==> src/rtl/fast_square_bb_deframer.sv <==
// ---------------------------------------------------------------------------
// fast_square_bb_deframer
//
// Receiver for the framed baseband stream of the comb/decimate chain.
// A frame is one header word (32-bit reset count as {q,i}) followed by
// exactly MARKER_COUNT marker words. Once a frame is acquired, every
// non-marker word is forwarded as a sample until a marker word shows up,
// which starts re-acquisition.
//
// Ports:
//   clock            sole clock
//   reset            asynchronous active-low reset, clears all state
//   strobe_in        input word valid this cycle
//   i_in, q_in       I/Q word (header: reset count [15:0] / [31:16])
//   sample_strobe    1-cycle pulse, i_out/q_out carry a forwarded sample
//   i_out, q_out     last forwarded sample (held between pulses)
//   locked           frame acquired, samples being forwarded
//   header_strobe    1-cycle pulse, reset_count just updated
//   reset_count      last accepted header value
//   reset_gap        1-cycle pulse, accepted header is not previous + 1
//   sync_error       1-cycle pulse, marker run had the wrong length
//   sync_error_count saturating count of sync_error pulses
// ---------------------------------------------------------------------------
module fast_square_bb_deframer #(
    parameter logic [15:0] MARKER_WORD  = 16'h8000,
    parameter int          MARKER_COUNT = 201
) (
    input  logic        clock,
    input  logic        reset,
    input  logic        strobe_in,
    input  logic [15:0] i_in,
    input  logic [15:0] q_in,
    output logic        sample_strobe,
    output logic [15:0] i_out,
    output logic [15:0] q_out,
    output logic        locked,
    output logic        header_strobe,
    output logic [31:0] reset_count,
    output logic        reset_gap,
    output logic        sync_error,
    output logic [15:0] sync_error_count
);

    typedef enum logic [1:0] {
        HUNT    = 2'd0,
        CAND    = 2'd1,
        MARKERS = 2'd2,
        DATA    = 2'd3
    } state_t;

    state_t      state_q, state_d;
    logic [7:0]  mcount_q, mcount_d;
    logic [31:0] cand_q, cand_d;
    logic        have_hdr_q, have_hdr_d;
    logic        locked_q, locked_d;
    logic        smp_q, smp_d;
    logic        hdr_q, hdr_d;
    logic        gap_q, gap_d;
    logic        serr_q, serr_d;
    logic [15:0] i_out_q, i_out_d;
    logic [15:0] q_out_q, q_out_d;
    logic [31:0] rc_q, rc_d;
    logic [15:0] errcnt_q, errcnt_d;

    logic        is_marker;
    logic [31:0] word;
    logic        run_ok;

    function automatic logic [7:0] sat_inc8(input logic [7:0] v);
        return (v == 8'hFF) ? v : v + 8'd1;
    endfunction

    function automatic logic [15:0] sat_inc16(input logic [15:0] v);
        return (v == 16'hFFFF) ? v : v + 16'd1;
    endfunction

    assign is_marker = (i_in == MARKER_WORD) && (q_in == MARKER_WORD);
    assign word      = {q_in, i_in};
    // Widen the run length so a MARKER_COUNT above 255 simply never matches.
    assign run_ok    = (32'(mcount_q) == 32'(MARKER_COUNT));

    always_comb begin
        state_d    = state_q;
        mcount_d   = mcount_q;
        cand_d     = cand_q;
        have_hdr_d = have_hdr_q;
        locked_d   = locked_q;
        smp_d      = 1'b0;
        hdr_d      = 1'b0;
        gap_d      = 1'b0;
        serr_d     = 1'b0;
        i_out_d    = i_out_q;
        q_out_d    = q_out_q;
        rc_d       = rc_q;
        errcnt_d   = errcnt_q;

        if (strobe_in) begin
            case (state_q)
                HUNT: begin
                    if (!is_marker) begin
                        cand_d  = word;
                        state_d = CAND;
                    end
                end
                CAND: begin
                    if (is_marker) begin
                        mcount_d = 8'd1;
                        state_d  = MARKERS;
                    end else begin
                        cand_d = word;
                    end
                end
                MARKERS: begin
                    if (is_marker) begin
                        mcount_d = sat_inc8(mcount_q);
                    end else if (run_ok) begin
                        // Accept: publish header and forward this word as
                        // the first sample of the new frame.
                        rc_d       = cand_q;
                        hdr_d      = 1'b1;
                        gap_d      = have_hdr_q && (cand_q != 32'd0) &&
                                     (cand_q != rc_q + 32'd1);
                        have_hdr_d = 1'b1;
                        locked_d   = 1'b1;
                        smp_d      = 1'b1;
                        i_out_d    = i_in;
                        q_out_d    = q_in;
                        cand_d     = word;
                        mcount_d   = 8'd0;
                        state_d    = DATA;
                    end else begin
                        serr_d   = 1'b1;
                        errcnt_d = sat_inc16(errcnt_q);
                        cand_d   = word;
                        mcount_d = 8'd0;
                        state_d  = CAND;
                    end
                end
                DATA: begin
                    if (is_marker) begin
                        // The previous sample becomes the candidate header;
                        // it was already emitted and stays emitted.
                        locked_d = 1'b0;
                        mcount_d = 8'd1;
                        state_d  = MARKERS;
                    end else begin
                        smp_d   = 1'b1;
                        i_out_d = i_in;
                        q_out_d = q_in;
                        cand_d  = word;
                    end
                end
                default: state_d = HUNT;
            endcase
        end
    end

    always_ff @(posedge clock or negedge reset) begin
        if (!reset) begin
            state_q    <= HUNT;
            mcount_q   <= 8'd0;
            cand_q     <= 32'd0;
            have_hdr_q <= 1'b0;
            locked_q   <= 1'b0;
            smp_q      <= 1'b0;
            hdr_q      <= 1'b0;
            gap_q      <= 1'b0;
            serr_q     <= 1'b0;
            i_out_q    <= 16'd0;
            q_out_q    <= 16'd0;
            rc_q       <= 32'd0;
            errcnt_q   <= 16'd0;
        end else begin
            state_q    <= state_d;
            mcount_q   <= mcount_d;
            cand_q     <= cand_d;
            have_hdr_q <= have_hdr_d;
            locked_q   <= locked_d;
            smp_q      <= smp_d;
            hdr_q      <= hdr_d;
            gap_q      <= gap_d;
            serr_q     <= serr_d;
            i_out_q    <= i_out_d;
            q_out_q    <= q_out_d;
            rc_q       <= rc_d;
            errcnt_q   <= errcnt_d;
        end
    end

    assign sample_strobe    = smp_q;
    assign i_out            = i_out_q;
    assign q_out            = q_out_q;
    assign locked           = locked_q;
    assign header_strobe    = hdr_q;
    assign reset_count      = rc_q;
    assign reset_gap        = gap_q;
    assign sync_error       = serr_q;
    assign sync_error_count = errcnt_q;

endmodule

==> config.mk <==
export PLATFORM = sky130hd
export DESIGN_NAME = fast_square_bb_deframer
export DESIGN_NICKNAME = d
export VERILOG_FILES = /design/src/rtl/fast_square_bb_deframer.sv
export SDC_FILE = /design/constraint.sdc
export NUM_CORES = 1
export LEC_CHECK = 0
export ABC_AREA = 1
export BUFFER_PORTS_ARGS = -buffer_cell sky130_fd_sc_hd__clkbuf_2
export CORE_MARGIN = 2
export CORE_UTILIZATION = 52
export CTS_CLUSTER_SIZE = 16
export DETAILED_ROUTE_END_ITERATION = 7
export GPL_ROUTABILITY_DRIVEN = 0
export PLACE_DENSITY = 0.75
export SETUP_SLACK_MARGIN = 0.3
export SYNTH_ARGS = -nofsm -noshare
export SYNTH_HDL_FRONTEND = slang
export SYNTH_SLANG_ARGS = --single-unit
==> constraint.sdc <==
create_clock -name clock -period 4.3 [get_ports clock]
set_input_delay 0.645 -clock clock [delete_from_list [all_inputs] [get_ports clock]]
set_output_delay 0.645 -clock clock [all_outputs]
set_load 0.1 [all_outputs]
Yosys cells after proc, flatten, opt, wreduce, memory -nomap -nowiden
Index checks and enable logic that the tools add are counted.
Operators by class
  bitwise gates (word level): 3
  magnitude comparators: 0
  equal/unequal tests: 17
  reductions and logical operators: 16
  div/mod/pow operators: 0
  multipliers: 0
  $add $sub $neg: 3
  shifts and indexed selects: 0
  multiplexer cells: 38
Operator list (count)
  16-bit two-way mux: 6
  32-bit two-way mux: 2
  16-bit case mux with 2 select lines: 2
  16-bit == test, second input constant: 3
  32-bit by 1-bit adder with 32-bit output, second input constant: 1
  32-bit inequality test: 1
  32-bit nonzero test: 1
  8-bit two-way mux: 3
  1-bit two-way mux: 17
  16-bit by 1-bit adder with 16-bit output, second input constant: 1
  8-bit == test, second input constant: 2
  8-bit case mux with 2 select lines: 1
  5-bit AND reduction: 3
  2-bit inequality test, second input constant: 6
  4-bit AND reduction: 3
  8-bit by 1-bit adder with 8-bit output, second input constant: 1
  2-bit two-way mux: 4
  2-bit case mux with 3 select lines: 1
  2-bit == test, second input constant: 2
  1-bit case mux with 2 select lines: 2
  2-bit nonzero test: 2
  4-bit OR reduction: 1
  1-bit logical AND: 3
  3-bit inequality test, second input constant: 1
  other kinds (6): 8
Storage, ports and cells
  memories kept: 0
  logic and storage cells: 90
  input port bits: 35
  latch bits: 0
  RAM bits: 0
  bits in read-only memories: 0
  bits in registers: 128
  output and inout port bits: 85

Depth between registers and ports, before layout
Gate-level depths: netlist of the first run.
  word-level depth: 7
  depth in mapped cells: 15
  gate-level depth less buffers: 15

Worst setup path before layout of the first run
OpenSTA, ideal clock, no wires.
  kind: reg-to-reg
  start: register rc_q[0], in the netlist reset_count[0]
  end: register gap_q, in the netlist reset_gap
  required time: 4.169 ns
  setup time: 0.131 ns
  arrival: 2.382 ns
  cell stages (with the launch flop): 15
  path buffers: 0
  clock period less this slack: 2.513 ns
  setup slack: 1.787 ns
  path through: dfrtp_1 -> ha_1 -> nand2_1 -> nor2_4 -> nand2_1 -> nor2_1 -> nor2_1 -> nor2_1 -> nand2_1 -> nor2_1 -> nand2_1 -> nor2_1 -> nand3_1 -> nor2_1 -> nor2_1
Between the ends
  cells in the longest elaborated chain, start to end: 7
RTL lines
  start, declared: RTL line 62  | logic [31:0] rc_q, rc_d;
  start signal, assigned: RTL line 185  | rc_q <= rc_d;
  32-bit by 1-bit adder with 32-bit output: RTL line 122  | (cand_q != rc_q + 32'd1);
  32-bit inequality test: RTL line 122
  1-bit logical AND: RTL line 121  | gap_d = have_hdr_q && (cand_q != 32'd0) &&
  1-bit two-way mux: RTL line 116  | end else if (run_ok) begin
  1-bit two-way mux: RTL line 114  | if (is_marker) begin
  1-bit two-way mux: RTL line 98  | case (state_q)
  1-bit two-way mux: RTL line 97  | if (strobe_in) begin
  net gap_d: RTL line 58  | logic gap_q, gap_d;
  end signal, assigned: RTL line 181  | gap_q <= gap_d;
  end, declared: RTL line 58
The timed path passes the listed nets, and every way through them passes these cells.
A chain may end at the register's enable or synchronous reset.

Final worst setup path of the first run
  start: input i_in[3]
  end: register q_out_q[12], in the netlist q_out[12]
Between the ends
  cells in the longest elaborated chain, start to end: 4
  elaborated cells on any way between the ends: 5
  classes of those cells: eq/ne (3); reduce/logical (2)
RTL lines
  start, declared: RTL line 31  | input logic [15:0] i_in,
  16-bit == test *: RTL line 77  | assign is_marker = (i_in == MARKER_WORD) && (q_in == MARKER_WORD);
  1-bit logical AND *: RTL line 77
  2-bit inequality test (no source line)
  5-bit AND reduction (no source line) *
  end signal, assigned: RTL line 184  | q_out_q <= q_out_d;
  end, declared: RTL line 61  | logic [15:0] q_out_q, q_out_d;
Every way passes the cells marked *; elsewhere a longest branch is shown, timed or not.

==> impl_metrics.py, run 1 <==
metrics = {
    "synthesis": {
        "synth_compound_area_frac": 0.0949,
        "muxShareOfSynthArea": 0,
        "synthAdderAreaFrac": 0.00730,
        "synth.most_common_cell": "nand2_1",
        "synth_top_area_share": 0.467,
        "async_reset_ff_frac": 1.00,
        "synth_top_family_by_area": "simple AND/OR/NAND/NOR gates",
        "synth_edf_count": 0,
        "yosys.area_share.simple": 0.293,
        "synthTopCellsByArea": "dfrtp_1, nand2_1, inv_1",
        "synth.distinct_cells": 32,
        "synth.largest_area_cell": "dfrtp_1",
        "synth_seq_cells": 128,
        "yosys_warnings": 0,
        "netlist_area_sq_um": 6850,
        "syn_avg_cell_area_sq_um": 7.53,
        "syn_nets": 949,
        "ys.flop_type": "dfrtp_1",
        "synth_xor_xnor_area_share": 0.0524,
        "synthTopCellsByCount": "nand2_1, dfrtp_1, inv_1, nor2_1, o21ai_0",
        "yosysSeqAreaShare": 0.467,
        "synthCells": 910,
    },
    "setup_path": {
        "criticalPathCategory": "input pin to register",
        "slowest_stage": "inv_2",
        "path_buf_inv": 4,
        "startpoint_type": "input pin",
        "cp-end-kind": "register",
        "crit_chain": "clkbuf_2 > inv_1 > nand4_1 > nor2_1 > nand2_1 > nor2_4 > inv_2 > nand2_2 > nor2_2 > inv_2 > o21ai_0",
        "crit_fanout": 62,
        "worstPathArrival_ps": 3000,
        "crit_required_ps": 4550,
        "worst_path_most_repeated_cell": "inv_2",
        "critPathTopFamily": "simple AND/OR/NAND/NOR gates",
        "cp_slowest_stage_delay_ps": 660,
    },
    "detailed_routing": {
        "wl_microns": 16900,
        "antenna_left": 0,
        "viasPerCell": 5.09,
        "vias": 6164,
        "routedWlPerCell_microns": 14.0,
        "drt_first_pass_iters": 5,
        "drt_iter0_markers": 437,
        "drc": 0,
    },
    "floorplan": {
        "rows": 41,
        "dieArea_sq_um": 14100,
        "core_area_sq_um": 12700,
        "ioPinCount": 120,
        "initial_core_util": 0.539,
        "die_y_microns": 119,
        "dieWidth_microns": 119,
    },
    "global_route": {
        "grt_max_degree": 66,
        "grt_util_all_layers": 0.252,
        "overflow": 0,
        "grt_pass1_vias": 5963,
        "grt_pass1_wl_microns": 28300,
        "grt_antenna_before_repair": 0,
    },
    "pwr": {
        "clock_power_share": 0.299,
        "p_int_uw": 2380,
        "peakVddDrop_mv": 0.580,
        "swShare": 0.450,
        "powerDensity_nw_per_um2": 537,
        "seqPwrFrac": 0.347,
        "p_switching_uw": 1950,
        "leakagePower_uw": 0.00402,
        "pwr-share-comb": 0.354,
    },
    "sta": {
        "worst_slack_ps": 1550,
        "setup_viol": 0,
        "period_share": 0.641,
        "clock_skew_ps": 7.90,
        "slew_viol_final": 0,
        "fmax_mhz": 363,
        "rsz0062_at_grt": "false",
        "fin_setup_tns_ps": 0,
        "min_period_ps": 2750,
        "timing.slew.headroom": 0.413,
        "holdWs_ps": 306,
        "hold_viol": 0,
        "worst_pin_slew_ps": 879,
    },
    "place": {
        "dpl_cell_area_sq_um": 7540,
        "place_ws_ps": 1210,
        "dp.final_hpwl_microns": 12700,
        "numPortBuffers": 119,
    },
    "cells_and_area": {
        "syn_to_final_growth_pct": 17.9,
        "fin_util": 0.635,
        "diodes": 0,
        "layout-drive-gt1-share": 0.166,
        "fin_area_sq_um": 8080,
        "layout.nets": 1067,
    },
    "min_path": {
        "hp-class": "input pin to asynchronous set/reset pin",
    },
    "clocking": {
        "cts_made_buffers": 17,
        "htree_levels": 4,
        "cts_tree": "built",
        "cts_resized": 0,
        "clk_latency_ps": 420,
        "cts-root-buf": "clkbuf_16",
        "cts_buffer_depth": 2,
        "clk_pin_slew_worst_paths_ps": 60,
        "post-cts-setup-buffer-count": 0,
        "cts_hold_buf": 0,
        "clock-sinks": 128,
    },
    "run_status": {
        "status": "complete, no violations",
    },
    "run": {
        "maxCapViolCount": 0,
    },
}
registers in the layout, summed over array words and instances, names as in the netlist:
register          cells
i_out                16
reset_count          32
q_out                16
sample_strobe         1
cand_q               32
sync_error            1
reset_gap             1
state_q               2
mcount_q              8
locked                1
have_hdr_q            1
header_strobe         1
sync_error_count     16
metrics by stage:
step | cells | power, uW
floorplan | 910 | 2770
global placement | 1181 | 3050
detailed placement | 1181 | 3060
CTS | 1211 | 4360
global route | 1211 | 4510
finish | 1211 | 4340
layer usage:
metal,part of all wire,track usage
met2,0.46,0.393
met4,0.024,0.0960
met3,0.057,0.0584
met5,0,0
met1,0.46,0.343
kinds of logic after synthesis:
group | count (synthesis)
and+or+nand+nor | 474
buffers and inverters | 139
DFF | 128
AOI/OAI and AO/OA | 124
xor gates and xnor gates | 41
adders and majority gates | 4
power groups by stage:
stage | logic (uW) | registers, uW | clock network [uW]
after floorplan | 311 | 2460 | 0
after detailed placement | 1540 | 1520 | 0
after global placement | 1530 | 1520 | 0
final | 1540 | 1500 | 1300
after CTS | 1540 | 1500 | 1310
after global routing | 1620 | 1530 | 1370
worst paths after layout:
path | startpoint | endpoint | slack (ps) | depth (start not counted)
min in group clock | have_hdr_q$_DFFE_PN0P_ | have_hdr_q$_DFFE_PN0P_ | 460 | 1
hold reg to reg | have_hdr_q$_DFFE_PN0P_ | have_hdr_q$_DFFE_PN0P_ | 460 | 1
max in group asynchronous | reset | q_out[0]$_DFFE_PN0P_ | 3050 | 2
setup / recovery | i_in[3] | q_out[12]$_DFFE_PN0P_ | 1550 | 11
hold / removal | reset | reset_count[24]$_DFFE_PN0P_ | 310 | 1
setup reg to reg | sync_error_count[0]$_DFFE_PN0P_ | sync_error_count[3]$_DFFE_PN0P_ | 1950 | 8
layout by cell type (no fill, tap or decap), types with 25 or more instances in the layout:
cell type	synthesis	routed
o21ai_0	78	78
nand2_1	285	285
nand3_1	38	38
dfrtp_1	128	128
o21ai_1	30	30
xor2_1	25	25
nand4_1	25	25
nor2_1	87	87
inv_1	111	111
clkbuf_2	0	118
layout make-up:
cell class,instances,area [sq um]
clock buffers,21,480
inverters,116,435
well taps,172,215
clock inverters,9,61.3
repair buffers,122,621
fillers,1225,4640
multi-input cells,643,3070
flip-flops and latches,128,3200
Power figures use the tool's default switching activity.
==> inputs of run 2 (changes only) <==
Clock period 4.3 ns to 2.8 ns, I/O delays scaled along.
==> impl_metrics.py, run 2 (same netlist as run 1, synthesis figures left out) <==
metrics = {
    "run_status": {
        "status": "complete, no violations",
    },
    "sta": {
        "hold_viol": 0,
        "min_period_ps": 2220,
        "setup_viol": 0,
        "period_share": 0.791,
        "rsz0062_at_grt": "false",
        "timing.slew.headroom": 0.571,
        "slew_viol_final": 0,
        "fmax_mhz": 451,
        "holdWs_ps": 22.6,
        "clock_skew_ps": 9.55,
        "worst_pin_slew_ps": 643,
        "fin_setup_tns_ps": 0,
    },
    "pwr": {
        "total_power_uw": 7050,
        "powerDensity_nw_per_um2": 851,
        "peakVddDrop_mv": 0.821,
        "leakagePower_uw": 0.00413,
    },
    "cells_and_area": {
        "layout-drive-gt1-share": 0.176,
        "fin_util": 0.651,
        "syn_to_final_growth_pct": 20.8,
        "layout.nets": 1074,
        "n_fill_cell": 1184,
        "final_cell_mix": "nand2_1, dfrtp_1, clkbuf_2",
        "diodes": 0,
        "final_common_cell": "nand2_1",
    },
    "clocking": {
        "cts_made_buffers": 17,
        "post-cts-setup-buffer-count": 0,
        "cts-root-buf": "clkbuf_16",
        "clk_pin_slew_worst_paths_ps": 60,
        "clock-sinks": 128,
        "clk_latency_ps": 420,
        "cts_buffer_depth": 2,
        "cts_tree": "built",
        "htree_levels": 4,
    },
    "global_route": {
        "grt_util_all_layers": 0.249,
        "top_usage_layer": "met2",
        "grt_antenna_before_repair": 0,
        "grt_pass1_wl_microns": 28000,
        "grtUsageMet3": 0.0589,
        "grt_max_degree": 48,
        "grt.met1_usage": 0.344,
        "met2_usage": 0.386,
        "grt_pass1_vias": 5856,
        "overflow": 0,
    },
    "setup_path": {
        "crit_chain": "ha_1 > nand2_1 > nor2_4 > nand2_2 > nor2_1 > nand2_1 > nand2_1 > nand2_1 > nor2_1 > nand2_1 > nor2_1 > nand3_1 > nor2_1 > nor2_1",
        "crit_fanout": 6,
        "startpoint_type": "register",
        "worstPathArrival_ps": 2500,
        "cp_slowest_stage_delay_ps": 410,
        "cp-end-kind": "register",
        "slowest_stage": "dfrtp_2",
        "crit_required_ps": 3080,
        "criticalPathCategory": "register to register",
    },
    "detailed_routing": {
        "drt_first_pass_iters": 6,
        "wl_microns": 16800,
        "vias": 6189,
        "drc": 0,
        "viasPerCell": 5.07,
        "antenna_left": 0,
        "routedWlPerCell_microns": 13.7,
        "drt_iter0_markers": 485,
    },
    "floorplan": {
        "dieArea_sq_um": 14100,
        "initial_core_util": 0.539,
        "rows": 41,
        "dieWidth_microns": 119,
        "die_y_microns": 119,
        "ioPinCount": 120,
        "core_area_sq_um": 12700,
    },
    "place": {
        "numPortBuffers": 119,
        "dp.final_hpwl_microns": 12700,
    },
    "run": {
        "maxCapViolCount": 0,
    },
    "min_path": {
        "hp-class": "input pin to asynchronous set/reset pin",
    },
}
[run 2: timing repair]
item / 4_1_cts / 5_1_grt
endpoints found under the setup margin: 0 / 1
hold buffers: 0 / 0
gates resized for setup: 0 / 1
[run 2: critical path: cells and delay by family (launching register included)]
kind	cells	cell delay, ps
flops	1	410
fa+ha+maj	1	170
simple gates	13	1510
[run 2: worst paths after layout]
check / slack (ps) / from / endpoint / cells past startpoint
setup / recovery: 580 / reset_count[0]$_DFFE_PN0P_ / reset_gap$_DFF_PN0_ / 14
hold / removal: 20 / reset / reset_count[2]$_DFFE_PN0P_ / 1
setup reg to reg: 580 / reset_count[0]$_DFFE_PN0P_ / reset_gap$_DFF_PN0_ / 14
hold reg to reg: 470 / have_hdr_q$_DFFE_PN0P_ / have_hdr_q$_DFFE_PN0P_ / 1
max in group asynchronous: 2090 / reset / cand_q[19]$_DFFE_PN0P_ / 2
min in group clock: 260 / strobe_in / state_q[0]$_DFFE_PN0P_ / 2
[run 2: final cells by class]
cell class	instances	area (sq um)	area share
multi-input combinational	643	3070	0.371
clock buffer	20	467	0.0564
timing repair buffer	129	711	0.0858
clock inverter	12	179	0.0216
sequential	128	3210	0.387
tap	172	215	0.0260
inverter	116	435	0.0526
[run 2: stage by stage]
| stage | cells | worst slack, ps | cell area [sq um] |
|---|---|---|---|
| floorplan | 910 | 407 | 6860 |
| global placement | 1188 | 550 | 7630 |
| detailed placement | 1188 | 500 | 7630 |
| CTS | 1220 | 583 | 8280 |
| global route | 1220 | 325 | 8280 |
| finish | 1220 | 585 | 8280 |
[run 2: layer usage]
layer | wire [microns] | vias up
met5 | 0 | -
met4 | 308 | 0
met3 | 1040 | 21
met2 | 7670 | 178
met1 | 7760 | 2865
li1 | - | 3125
[run 2: power breakdown]
part           total (uW)  switching, uW  leakage (uW)  internal [uW]
combinational        2370           2010       0.00217            362
sequential           2310            205       0.00164           2100
clock                2370            809      0.000321           1560
total                7050           3020       0.00413           4030
